[src/rtl/spram_banked_fifo.sv]
// FWFT FIFO over NUM_BANKS interleaved single-port RAM banks feeding a 2-entry output stage.
// Write-to-rvalid latency is 2 edges; wready depends only on count, and a full FIFO refuses writes even while popping.
module spram_banked_fifo #(
  parameter int DATA_WIDTH    = 8,
  parameter int FIFO_DEPTH    = 32,
  parameter int NUM_BANKS     = 2,
  parameter int AFULL_THRESH  = 28,
  parameter int AEMPTY_THRESH = 2
) (
  input  logic                                clk,
  input  logic                                rst_n,
  input  logic                                flush,
  input  logic                                wvalid,
  input  logic [DATA_WIDTH-1:0]               wdata,
  output logic                                wready,
  output logic                                rvalid,
  output logic [DATA_WIDTH-1:0]               rdata,
  input  logic                                rready,
  output logic [$clog2(FIFO_DEPTH+1)-1:0]     count,
  output logic                                almost_full,
  output logic                                almost_empty
);

  localparam int AW   = $clog2(FIFO_DEPTH);
  localparam int BW   = $clog2(NUM_BANKS);
  localparam int RW   = AW - BW;
  localparam int ROWS = FIFO_DEPTH / NUM_BANKS;
  localparam int CW   = $clog2(FIFO_DEPTH + 1);
  localparam logic [CW-1:0] DEPTH_C  = CW'(FIFO_DEPTH);
  localparam logic [CW-1:0] AFULL_C  = CW'(AFULL_THRESH);
  localparam logic [CW-1:0] AEMPTY_C = CW'(AEMPTY_THRESH);

  logic [AW-1:0]         waddr, raddr;
  logic [BW-1:0]         wbank, rbank, rd_bank;
  logic [RW-1:0]         wrow, rrow;
  logic [CW-1:0]         ram_cnt;
  logic                  rd_vld;
  logic [1:0]            occ;
  logic [DATA_WIDTH-1:0] st0, st1;
  logic                  wr, pop, issue, conflict;
  logic [2:0]            committed;
  logic [DATA_WIDTH-1:0] bank_q [NUM_BANKS];
  logic [DATA_WIDTH-1:0] rd_dat;

  assign wbank = waddr[BW-1:0];
  assign wrow  = waddr[AW-1:BW];
  assign rbank = raddr[BW-1:0];
  assign rrow  = raddr[AW-1:BW];

  assign wready       = count < DEPTH_C;
  assign rvalid       = occ != 2'd0;
  assign rdata        = st0;
  assign almost_full  = count >= AFULL_C;
  assign almost_empty = count <= AEMPTY_C;

  assign wr        = wvalid && wready && !flush;
  assign pop       = rvalid && rready && !flush;
  assign conflict  = wr && (wbank == rbank);
  // A pop this cycle frees a stage slot, so it may be counted against the prefetch limit.
  assign committed = {1'b0, occ} + {2'b00, rd_vld};
  assign issue     = !flush && (ram_cnt != '0) && !conflict &&
                     (committed < (3'd2 + {2'b00, pop}));
  assign rd_dat    = bank_q[rd_bank];

  for (genvar b = 0; b < NUM_BANKS; b++) begin : g_bank
    logic [DATA_WIDTH-1:0] mem [ROWS];
    logic [DATA_WIDTH-1:0] q;
    logic                  we, re;
    assign we = wr && (wbank == BW'(b));
    assign re = issue && (rbank == BW'(b));
    always_ff @(posedge clk) begin
      if (we)      mem[wrow] <= wdata;
      else if (re) q         <= mem[rrow];
    end
    assign bank_q[b] = q;
  end

  always_ff @(posedge clk or negedge rst_n) begin
    if (!rst_n) begin
      waddr   <= '0;
      raddr   <= '0;
      ram_cnt <= '0;
      count   <= '0;
      rd_vld  <= 1'b0;
      rd_bank <= '0;
      occ     <= 2'd0;
      st0     <= '0;
      st1     <= '0;
    end else if (flush) begin
      waddr   <= '0;
      raddr   <= '0;
      ram_cnt <= '0;
      count   <= '0;
      rd_vld  <= 1'b0;
      rd_bank <= '0;
      occ     <= 2'd0;
      st0     <= '0;
      st1     <= '0;
    end else begin
      if (wr)    waddr <= waddr + AW'(1);
      if (issue) begin
        raddr   <= raddr + AW'(1);
        rd_bank <= rbank;
      end
      ram_cnt <= ram_cnt + CW'(wr) - CW'(issue);
      count   <= count + CW'(wr) - CW'(pop);
      rd_vld  <= issue;
      // Output stage is a 2-deep shift register with the head in st0.
      case ({rd_vld, pop})
        2'b10: begin
          if (occ == 2'd0) st0 <= rd_dat;
          else             st1 <= rd_dat;
          occ <= occ + 2'd1;
        end
        2'b01: begin
          st0 <= st1;
          occ <= occ - 2'd1;
        end
        2'b11: begin
          if (occ == 2'd1) begin
            st0 <= rd_dat;
          end else begin
            st0 <= st1;
            st1 <= rd_dat;
          end
        end
        default: ;
      endcase
    end
  end

endmodule

[config.mk]
export PLATFORM = sky130hd
export DESIGN_NAME = spram_banked_fifo
export DESIGN_NICKNAME = d
export VERILOG_FILES = /design/src/rtl/spram_banked_fifo.sv
export SDC_FILE = /design/constraint.sdc
export NUM_CORES = 1
export LEC_CHECK = 0
export CAP_MARGIN = 30
export CORE_MARGIN = 2
export CORE_UTILIZATION = 24
export CTS_BUF_LIST = sky130_fd_sc_hd__clkbuf_8 sky130_fd_sc_hd__clkbuf_16
export CTS_CLUSTER_SIZE = 14
export DETAILED_ROUTE_END_ITERATION = 10
export GPL_TIMING_DRIVEN = 0
export SLEW_MARGIN = 20
export SYNTH_ARGS = -nofsm -noshare
export SYNTH_HDL_FRONTEND = slang
export SYNTH_SLANG_ARGS = --single-unit
[constraint.sdc]
create_clock -name clk -period 8.9 [get_ports clk]
set_input_delay 2.67 -clock clk [delete_from_list [all_inputs] [get_ports clk]]
set_output_delay 2.67 -clock clk [all_outputs]
set_load 0.01 [all_outputs]
==> summary.log <==
INFO  yosys          synth_compound_area_share=6.05%
INFO  cts            tritoncts=yes
INFO  finish         layout_commonest_cell=edfxtp_1
INFO  yosys          synth_sequential_area_ratio=70.9%
INFO  finish         instances_no_fill=1589
INFO  pwr            power_per_cell_area=272nW/um2
INFO  cts            clock_path_buffers=3
INFO  sta            final_worst_setup_slack=3.52ns
INFO  critical_path  critPathLaunchType=primary input
INFO  sta            layout_worst_path_cycle_share=60.5%
INFO  sta            fin_crit=5.38ns
INFO  yosys          yosys.area.top_type=edfxtp_1
INFO  grt            grt_pass1_vias=7223
INFO  sta            fin_tns_setup=0ns
INFO  yosys          synthAdderAreaFrac=2.81%
INFO  yosys          edff_count_synth=272
INFO  finish         num-nets-final=910
INFO  yosys          post_synth_num_cell_types=52
INFO  placed_design  finalWeightedCongestion=0.797
INFO  cts            numCtsBuffers=34
INFO  pwr            p_leak=5.15nW
INFO  route          route.vias.total=7129
INFO  grt            track_usage=10.7%
INFO  critical_path  crit_path_end_kind=flop
INFO  run_status     status=finished, final reports clean
INFO  grt            grt_start_max_net_pins=33
INFO  floorplanning  dieArea=56100um2
INFO  hold_path      min-delay-start=rdata[1]
INFO  critical_path  ff2ff_path_depth=14
INFO  critical_path  cp_data_required_time=9.28ns
INFO  finish         layout-drive-gt1-share=14.0%
INFO  yosys          yosys_register_bits=314
INFO  hold_path      hold-path-cell-count=2
INFO  floorplanning  num_rows=85
INFO  yosys          yosys_most_used_dff=edfxtp_1
INFO  cts            cts_max_level=2
INFO  sta            max_clock_freq=186MHz
INFO  route          post-route-drc-count=0
INFO  cts            post_cts.repair.setup_buffers=0
INFO  critical_path  worst-setup-path-type=primary input to flop
INFO  grt            global_route.overflow_total=0
INFO  pwr            vdd.ir_drop.worst=139uV
INFO  grt            grt_pass1_wl=45.3mm
INFO  sta            final-hold-violation-count=0
INFO  critical_path  capturing_point_of_the_worst_reg2reg_path=ram_cnt[4]
INFO  yosys          postSynthCellCount=788
INFO  route          first_pass_iteration_count_of_the_detailed_router=5
INFO  sta            tightestPinTransition=0.962ns
INFO  yosys          netlist_area=13000um2
INFO  placed_design  dp_hpwl=20.1mm
INFO  critical_path  cp_max_fo=9
INFO  route          routed_wirelength=29.6mm
INFO  yosys          ys_warn_count=0
INFO  sta            grt_setup_unrepaired=no
INFO  flow_run       timing.max_cap.violations=0
INFO  yosys          postSynth.asyncResetShare=13.4%
INFO  sta            fin_clk_skew=0.0239ns
INFO  floorplanning  die_h=237um
INFO  finish         fillerInstances=5285
INFO  finish         mostFrequentLayoutCells=272 x edfxtp_1, 79 x mux2i_1, 54 x nor2_1, 42 x dfrtp_1, 39 x nand2_1
INFO  floorplanning  floorplan.io_pins=31
INFO  yosys          synth_top_cell_area_share=62.8%
INFO  sta            final_max_slew_viol_count=0
INFO  cts            clock_tree.root_cell=clkbuf_16
INFO  cts            cts.hold.buffers_added=0
INFO  placed_design  dpl_worst_slack=3.01ns
INFO  cts            path_clk_slew=0.06ns
INFO  floorplanning  initial_core_util=24.2%
INFO  placed_design  number_of_instances_in_the_placed_design=1522
INFO  finish         stdcell_area=15500um2
INFO  sta            timing.slew.headroom=35.7%
INFO  yosys          ys_top_cells_by_area=edfxtp_1 63%, dfrtp_1 8.1%, mux2i_1 6.1%
INFO  grt            antenna_found_initial=0
INFO  route          drtAntennaViolNets=0
INFO  hold_path      min_to=rdata[1]
INFO  critical_path  r2r_slack=5.56ns
INFO  yosys          synth-xor-area-share=0.876%
INFO  hold_path      hold_path.class=flop to flop
INFO  route          detail_route.wl_per_cell=18.6um
INFO  yosys          synthMuxAreaShare=12.2%
INFO  critical_path  crit-reg2reg-launch=occ[0]
INFO  placed_design  port_buffers=30
INFO  cts            clk_latency=0.52ns
INFO  sta            setup_viol=0
INFO  finish         antenna-diode-count=0
INFO  yosys          net_count_after_synthesis=829
INFO  yosys          largest_family_of_logic_cells_by_synthesized_area=multiplexers
INFO  yosys          postSynthAreaPerCell=16.5um2
INFO  cts            tritoncts_num_sinks=314
INFO  critical_path  worst-endpoint-arrival=5.76ns
INFO  floorplanning  fp.coreArea=53700um2
INFO  yosys          synth_simple_gate_area_share=5.08%
INFO  route          iteration_0_drc_markers=656
INFO  route          routed_via_density=4.49
INFO  floorplanning  horizontal_extent_of_the_die=237um
INFO  placed_design  place_area=14300um2
INFO  cts            postCtsResizedCells=0
INFO  finish         syn_to_final_growth=19.2%
==> cells by family (layout without fill, tap and decap cells) <==
family                   after synthesis  after routing
AND/OR/NAND/NOR                      141            141
AO/OA/AOI/OAI                        106            106
flip-flops                           314            314
buffers and inverters                 68            173
XOR/XNOR                              13             13
multiplexers                         118            118
adder cells (fa/ha/maj)               28             28
==> Yosys cell counts, types with 2 or more instances <==
cell      count
a211oi_1      3
a21o_1        2
a21oi_1       9
a221oi_1     32
a22oi_1      16
a31oi_1       3
buf_1         3
buf_2         3
clkbuf_1     34
dfrtp_1      42
edfxtp_1    272
fa_1          2
ha_1         26
inv_1        25
mux2_2        7
mux2i_1      79
mux4_2       32
nand2_1      39
nand2b_1      4
nand3_1       4
nand4_1       3
nor2_1       54
nor2b_1       9
nor3_1        8
nor4_1        3
nor4bb_1      2
o21ai_0      26
o21bai_1      2
o311ai_0      4
o41ai_1       2
or3_1         5
or3b_2        2
xnor2_1       8
xor2_1        5
==> worst max-delay path: stages <==
cell             delay (ns)
clkdlybuf4s50_1        0.47
or3b_2                 0.46
clkbuf_1               0.28
nor2_1                 0.39
nor2_1                 0.11
ha_1                   0.29
inv_1                  0.04
ha_1                   0.20
fa_1                   0.41
a21oi_1                0.15
o21bai_1               0.09
xnor2_1                0.13
nor2_1                 0.05
==> power by group <==
part	internal, mW	total (mW)	leakage, nW	switching, mW
clock network	0.841	1.41	0.585	0.567
registers	1.70	1.74	3.01	0.0435
logic	0.481	1.06	1.55	0.579
total	3.02	4.21	5.15	1.19
==> per-stage QoR <==
step                util [%]  hold WS, ns  total power [mW]
floorplan                  -        0.486              2.47
global placement        26.4        0.467              2.79
detailed placement      26.6        0.470              2.82
CTS                     28.7        0.484              4.22
global route            28.9        0.500              4.42
finish                  28.9        0.476              4.21
==> metal layers <==
layer / GRT usage [%] / wire, um
met5: 0 / 0
met4: 3.13 / 600
met3: 3.25 / 2380
met2: 16.2 / 13200
met1: 14.7 / 13400
==> state kept, by name, summed over array words and instances (netlist names) <==
signal and count:
rdata 8, count 6, rd_vld 1, ram_cnt 6, rd_bank 1, g_bank.mem 256
raddr 5, waddr 5, occ 2, st1 8, g_bank.q 16
==> how the worst max path moves through the flow <==
| stage | start | end |
|---|---|---|
| floorplan | flush | ram_cnt[4] |
| global placement | flush | g_bank[0].mem[12][3] |
| detailed placement | flush | ram_cnt[4] |
| CTS | flush | ram_cnt[4] |
| global route | flush | ram_cnt[4] |
| finish | flush | ram_cnt[4] |
==> cell type report <==
type	count	area (um2)	area share (%)
Sequential cell	314	9220	59.5
Multi-Input combinational cell	406	3560	23.0
Clock buffer	37	892	5.76
Tap cell	696	871	5.62
Timing Repair Buffer	45	463	2.99
Clock inverter	23	228	1.47
Buffer	42	170	1.10
Inverter	26	97.6	0.630
Power figures use the tool's default switching activity.
